--- config.mk ---
export PLATFORM = sky130hd
export DESIGN_NAME = dff_pipe
export DESIGN_NICKNAME = d
export VERILOG_FILES = /design/src/rtl/dff_pipe_pkg.sv /design/src/rtl/dff_pipe_stage.sv /design/src/rtl/dff_pipe.sv
export SDC_FILE = /design/constraint.sdc
export NUM_CORES = 1
export LEC_CHECK = 0
export CAP_MARGIN = 10
export CORE_MARGIN = 1
export CORE_UTILIZATION = 55
export CTS_BUF_LIST = sky130_fd_sc_hd__clkbuf_4
export DETAILED_ROUTE_END_ITERATION = 12
export HOLD_SLACK_MARGIN = 0.06
export PLACE_DENSITY = 0.81
export RECOVER_POWER = 100
export SLEW_MARGIN = 10
export SYNTH_ARGS = -nofsm -noshare
export SYNTH_HDL_FRONTEND = slang
export SYNTH_SLANG_ARGS = --single-unit
--- constraint.sdc ---
create_clock -name clk -period 4.02 [get_ports clk]
set_clock_uncertainty 0.15 [all_clocks]
set_input_delay 0.804 -clock clk [delete_from_list [all_inputs] [get_ports clk]]
set_output_delay 0.804 -clock clk [all_outputs]
set_load 0.005 [all_outputs]
--- src/rtl/dff_pipe_pkg.sv ---
// Shared helpers for the elastic register pipeline.
// Stage words are laid out as {phase, data}; the struct itself lives in the top,
// where WIDTH is known.
package dff_pipe_pkg;

    // Bits needed to hold an occupancy of 0..depth.
    function automatic int unsigned cnt_width(input int unsigned depth);
        return (depth < 32'd1) ? 32'd1 : unsigned'($clog2(depth + 32'd1));
    endfunction

    // Word stored in stage 0: the input, optionally offset by the phase tag.
    function automatic logic [63:0] tag_data(input logic [63:0] data, input logic phase,
                                             input bit add_phase);
        return add_phase ? data + 64'(phase) : data;
    endfunction

endpackage

--- src/rtl/dff_pipe_stage.sv ---
// One elastic pipeline stage: a valid flag plus a W-bit word register.
// The top decides when this stage loads from upstream and when it hands its word on.
module dff_pipe_stage #(
    parameter int unsigned W = 9
) (
    input  logic         clk,
    input  logic         rst,
    input  logic         flush,
    input  logic         load,
    input  logic         advance,
    input  logic [W-1:0] d,
    output logic         valid,
    output logic [W-1:0] q
);

    logic         valid_q;
    logic [W-1:0] word_q;

    always_ff @(posedge clk) begin
        if (rst) begin
            valid_q <= 1'b0;
            word_q  <= '0;
        end else begin
            if (flush) begin
                valid_q <= 1'b0;
            end else if (load) begin
                valid_q <= 1'b1;
            end else if (advance) begin
                valid_q <= 1'b0;
            end
            // The word only changes on a real load, so an emptied stage keeps its last value.
            if (load && !flush) begin
                word_q <= d;
            end
        end
    end

    assign valid = valid_q;
    assign q     = word_q;

endmodule

--- src/rtl/dff_pipe.sv ---
// Elastic DEPTH-stage register pipeline with valid/ready handshake, flush,
// a per-word phase tag and an occupancy counter.
module dff_pipe
    import dff_pipe_pkg::*;
#(
    parameter int unsigned WIDTH     = 8,
    parameter int unsigned DEPTH     = 4,
    parameter int unsigned ADD_PHASE = 0,
    localparam int unsigned CW       = cnt_width(DEPTH)
) (
    input  logic             clk,
    input  logic             rst,
    input  logic             flush,
    input  logic             in_valid,
    output logic             in_ready,
    input  logic [WIDTH-1:0] in_data,
    output logic             out_valid,
    input  logic             out_ready,
    output logic [WIDTH-1:0] out_data,
    output logic             out_phase,
    output logic [CW-1:0]    count
);

    typedef struct packed {
        logic             phase;
        logic [WIDTH-1:0] data;
    } word_t;

    logic [DEPTH-1:0] stage_valid;
    logic [DEPTH-1:0] stage_adv;
    logic [DEPTH-1:0] stage_load;
    word_t            stage_word [DEPTH];
    word_t            in_word;
    logic             accept;
    logic             xfer;
    logic             phase_q;
    logic [CW-1:0]    count_q;
    logic [CW-1:0]    count_d;

    // Ready ripples back from out_ready so words collapse into bubbles under a stall.
    always_comb begin : ready_chain
        logic nxt_ready;
        nxt_ready = out_ready;
        stage_adv = '0;
        for (int k = int'(DEPTH) - 1; k >= 0; k--) begin
            stage_adv[k] = stage_valid[k] && nxt_ready;
            nxt_ready    = !stage_valid[k] || stage_adv[k];
        end
        in_ready = !rst && !flush && nxt_ready;
        accept   = in_valid && in_ready;
        stage_load    = '0;
        stage_load[0] = accept;
        for (int k = 1; k < int'(DEPTH); k++) begin
            stage_load[k] = stage_adv[k-1];
        end
    end

    always_comb begin
        in_word.phase = phase_q;
        in_word.data  = WIDTH'(tag_data(64'(in_data), phase_q, ADD_PHASE != 0));
    end

    for (genvar k = 0; k < DEPTH; k++) begin : g_stage
        word_t stage_d;
        assign stage_d = (k == 0) ? in_word : stage_word[(k == 0) ? 0 : k - 1];

        dff_pipe_stage #(
            .W (WIDTH + 1)
        ) u_stage (
            .clk     (clk),
            .rst     (rst),
            .flush   (flush),
            .load    (stage_load[k]),
            .advance (stage_adv[k]),
            .d       (stage_d),
            .valid   (stage_valid[k]),
            .q       (stage_word[k])
        );
    end

    assign xfer = stage_adv[DEPTH-1];

    always_comb begin
        count_d = count_q;
        if (accept && !xfer) begin
            count_d = count_q + 1'b1;
        end else if (xfer && !accept) begin
            count_d = count_q - 1'b1;
        end
    end

    always_ff @(posedge clk) begin
        if (rst || flush) begin
            phase_q <= 1'b0;
            count_q <= '0;
        end else begin
            if (accept) begin
                phase_q <= ~phase_q;
            end
            count_q <= count_d;
        end
    end

    assign out_valid = stage_valid[DEPTH-1];
    assign out_data  = stage_word[DEPTH-1].data;
    assign out_phase = stage_word[DEPTH-1].phase;
    assign count     = count_q;

endmodule
==> impl_results.md <==
* Arrival @ worst endpoint at about 2.7 ns
* Post-cts sizing count at 0
* CP Class: input port to primary output
* Cell area after synthesis at 1832 µm²
* DRT iter0 DRCs at 44
* Ys Warns at 0
* Crit share post-route at 89.58%
* Required time worst endpoint at 3.07 ns
* Syn_nets at roughly 220
* # diodes at 0
* Post-DP HPWL at 2502 µm
* Remaining global-route overflow at 0
* Seq cells post-synth at 44
* Layout net count at about 240
* CP max stage delay at around 0.62 ns
* Design Area, Final at 2135 µm²
* Max Root-Sink Buffers at 2
* CP Cell Sequence: dlygate4sd3_1 > and4b_1 > a21oi_1 > dlygate4sd3_1
* CTS Buf Count at 5
* Top delay family on crit path: buffers and inverters
* Worst Setup Start Kind: input port
* TritonCTS clock tree: built
* Antenna viol nets, final at 0
* Final Hold Vio Count at 0
* Met3 Use GR at between 4 and 5%
* Worst Hold Class: flop to flop
* Die X at between 50 and 60 µm
* CP Buf/Inv Count at 2
* Headroom to the max-slew limit at around 59%
* First-pass GRT wire length at between 5000 and 6000 µm
* Fin cells at around 270
* Tot Pwr at ~0.69 mW
* Post-synth EDFFs at 0
* Placed instance area at ~2100 µm²
* Crit Path Max Fanout at 14
* Mean Syn Cell Area at around 8.8 µm²
* Placed Cells incl. Taps at between 200 and 300
* Peak supply drop at 0.2437 mV
* Setup crit end kind: primary output
* Outcome: finished, final reports clean
* GR Layer Usage met2 at a little under two fifths
* Synthesis-to-finish area growth at 16.53%
* Layout cells sized above 1 at 3.478%
* Max cap viols at 0
* Remaining DRCs at 0
* CP max-delay cell: dlygate4sd3_1
* Clk Latency, worst-skew pair at 0.35 ns
* Clock-pin slew on the worst setup and hold paths at ~0.12 ns
* Cell Rows at 20
* Die area at 3565 µm²
* GRT Total Usage at a little over a fifth
* Mapped Cells at 209
* Root buffer cell: clkbuf_4
* Largest net degree at the start of global routing at 48
* Main synth FF type: dfxtp_1
* Die span in y at 59.71 µm
* WL/cell at approximately 12 µm
* WL final at approximately 3400 µm
* H-Tree Depth at 2
* Gr busiest metal: met2
* CORE AREA at ~3100 µm²
* Ranking of synthesized cells by area: dfxtp_1, a21oi_1, nand2b_1, nand3_1, mux2i_1
* Synth top area share at around half
* Postcts setup bufs at 0
* Port bufs at 26
* Slew @ Worst Pin at 0.6144 ns
* Hold-fix buffers, CTS at 0
* Lkg Pwr at roughly 0.76 nW
* Clock period minus worst slack at ~3.6 ns
* Post-synthesis cell type count at 25
* Most frequent CP cell: dlygate4sd3_1
* DR vias at roughly 1500
* Pwr/cell area at 325.5 nW/µm²
* RSZ-0062 raised after global routing: no
* Sequential-to-total area share from yosys stat at between 40% and 50%
* Final setup viols at 0
* GPL Wtd Cong at between 0.8 and 0.9
* Initial antenna violation count at 0
* Pre-antenna DRT Iters at 4
* Clk sink count at 44
* I/O pins at 27
* Vias/cell at between 5 and 6
* Cell taking the most area after synthesis: dfxtp_1
* Asr flop ratio synth at 0%
* Fmax at about 0.28 GHz
* Vias in the first global route at approximately 1300
* Max Slew Vio Count at 0
* Final setup TNS at 0 ns
* M1 GR Usage at 23.06%
* Initial Util at approximately 60%
-- area by class of cell --
type	instances	area, µm²
inverters	1	3.754
fillers	277	968.4
repair buffers	28	271.5
flip-flops and latches	44	880.8
well taps	44	55.05
clock inverters	3	13.76
clock buffers	5	37.54
multi-input cells	149	872.1
-- worst paths after layout --
kind                                                             end                             startpoint  slack (ns)  cells after the start
worst max-delay path                                        in_ready                              out_ready        0.42                      4
worst min-delay path            g_stage[3].u_stage.q[7]$_SDFFE_PP0P_   g_stage[3].u_stage.q[7]$_SDFFE_PP0P_        0.33                      2
worst max register to register                 count[2]$_SDFFE_PP0P_  g_stage[2].u_stage.valid$_SDFFE_PP0P_        1.33                      9
worst min register to register  g_stage[3].u_stage.q[7]$_SDFFE_PP0P_   g_stage[3].u_stage.q[7]$_SDFFE_PP0P_        0.33                      2
-- metal layers --
| layer | part of all wire, % | wire, µm |
|---|---|---|
| met1 | 44 | 1515 |
| met4 | 1.7 | 57 |
| met2 | 51 | 1746 |
| met5 | 0 | 0 |
| met3 | 3.0 | 102 |
-- power breakdown --
part	internal, mW	total, mW	switching (mW)
Sequential	0.443	0.447	0.00469
Clock	0.0643	0.200	0.135
Combinational	0.0258	0.0477	0.0219
Total	0.533	0.695	0.162
-- registers in the layout (all words and copies together) (netlist names) --
register / cells
g_stage.u_stage.valid: 4
phase_q: 1
g_stage.u_stage.q: 36
count: 3
-- worst reg2reg max path, stage by stage (launching register included) --
cell      delay [ns]
dfxtp_1         0.38
and4b_1         0.34
a21boi_0        0.34
and2_0          0.18
ha_1            0.18
inv_1           0.06
fa_1            0.37
xor2_1          0.15
or3_1           0.31
a21oi_1         0.15
-- synthesized netlist by cell type (2+ instances only) --
cell / count
or3_1: 2
clkbuf_1: 8
nand3_1: 27
nand2b_1: 23
nor2b_1: 4
o21ai_1: 7
buf_2: 6
nor2_1: 10
a21oi_1: 31
o21ai_0: 21
nand2_1: 2
mux2i_1: 11
dfxtp_1: 44
xor2_1: 2
-- layout by cell type, fill, tap and decap left out, types with 4 or more instances in the layout --
cell type,count
a21oi_1,31
clkbuf_4,5
clkdlybuf4s50_1,10
dfxtp_1,44
dlygate4sd3_1,16
mux2i_1,11
nand2b_1,23
nand3_1,27
nor2_1,10
nor2b_1,4
o21ai_0,22
o21ai_1,6
-- through the flow --
stage / utilization (%) / hold WS (ns) / setup slack, ns
6_report: 68.79 / 0.3271 / 0.4187
5_1_grt: 68.79 / 0.3480 / 0.3452
4_1_cts: 69.03 / 0.3288 / 0.6263
3_5_place_dp: 67.38 / 0.3088 / 0.4396
3_3_place_gp: 67.38 / 0.3009 / 0.5793
2_1_floorplan: - / 0.2903 / 1.259
-- cells by family after synthesis --
family                     after synthesis  share of synthesized area, %
buffers and inverters                   16                         4.098
and+or+nand+nor                         74                         22.54
DFF                                     44                         48.09
xor gates and xnor gates                 2                        0.9565
AOI/OAI and AO/OA                       60                         16.53
adders and majority gates                2                         1.776
muxes                                   11                         6.011
Power figures use the tool's default switching activity.
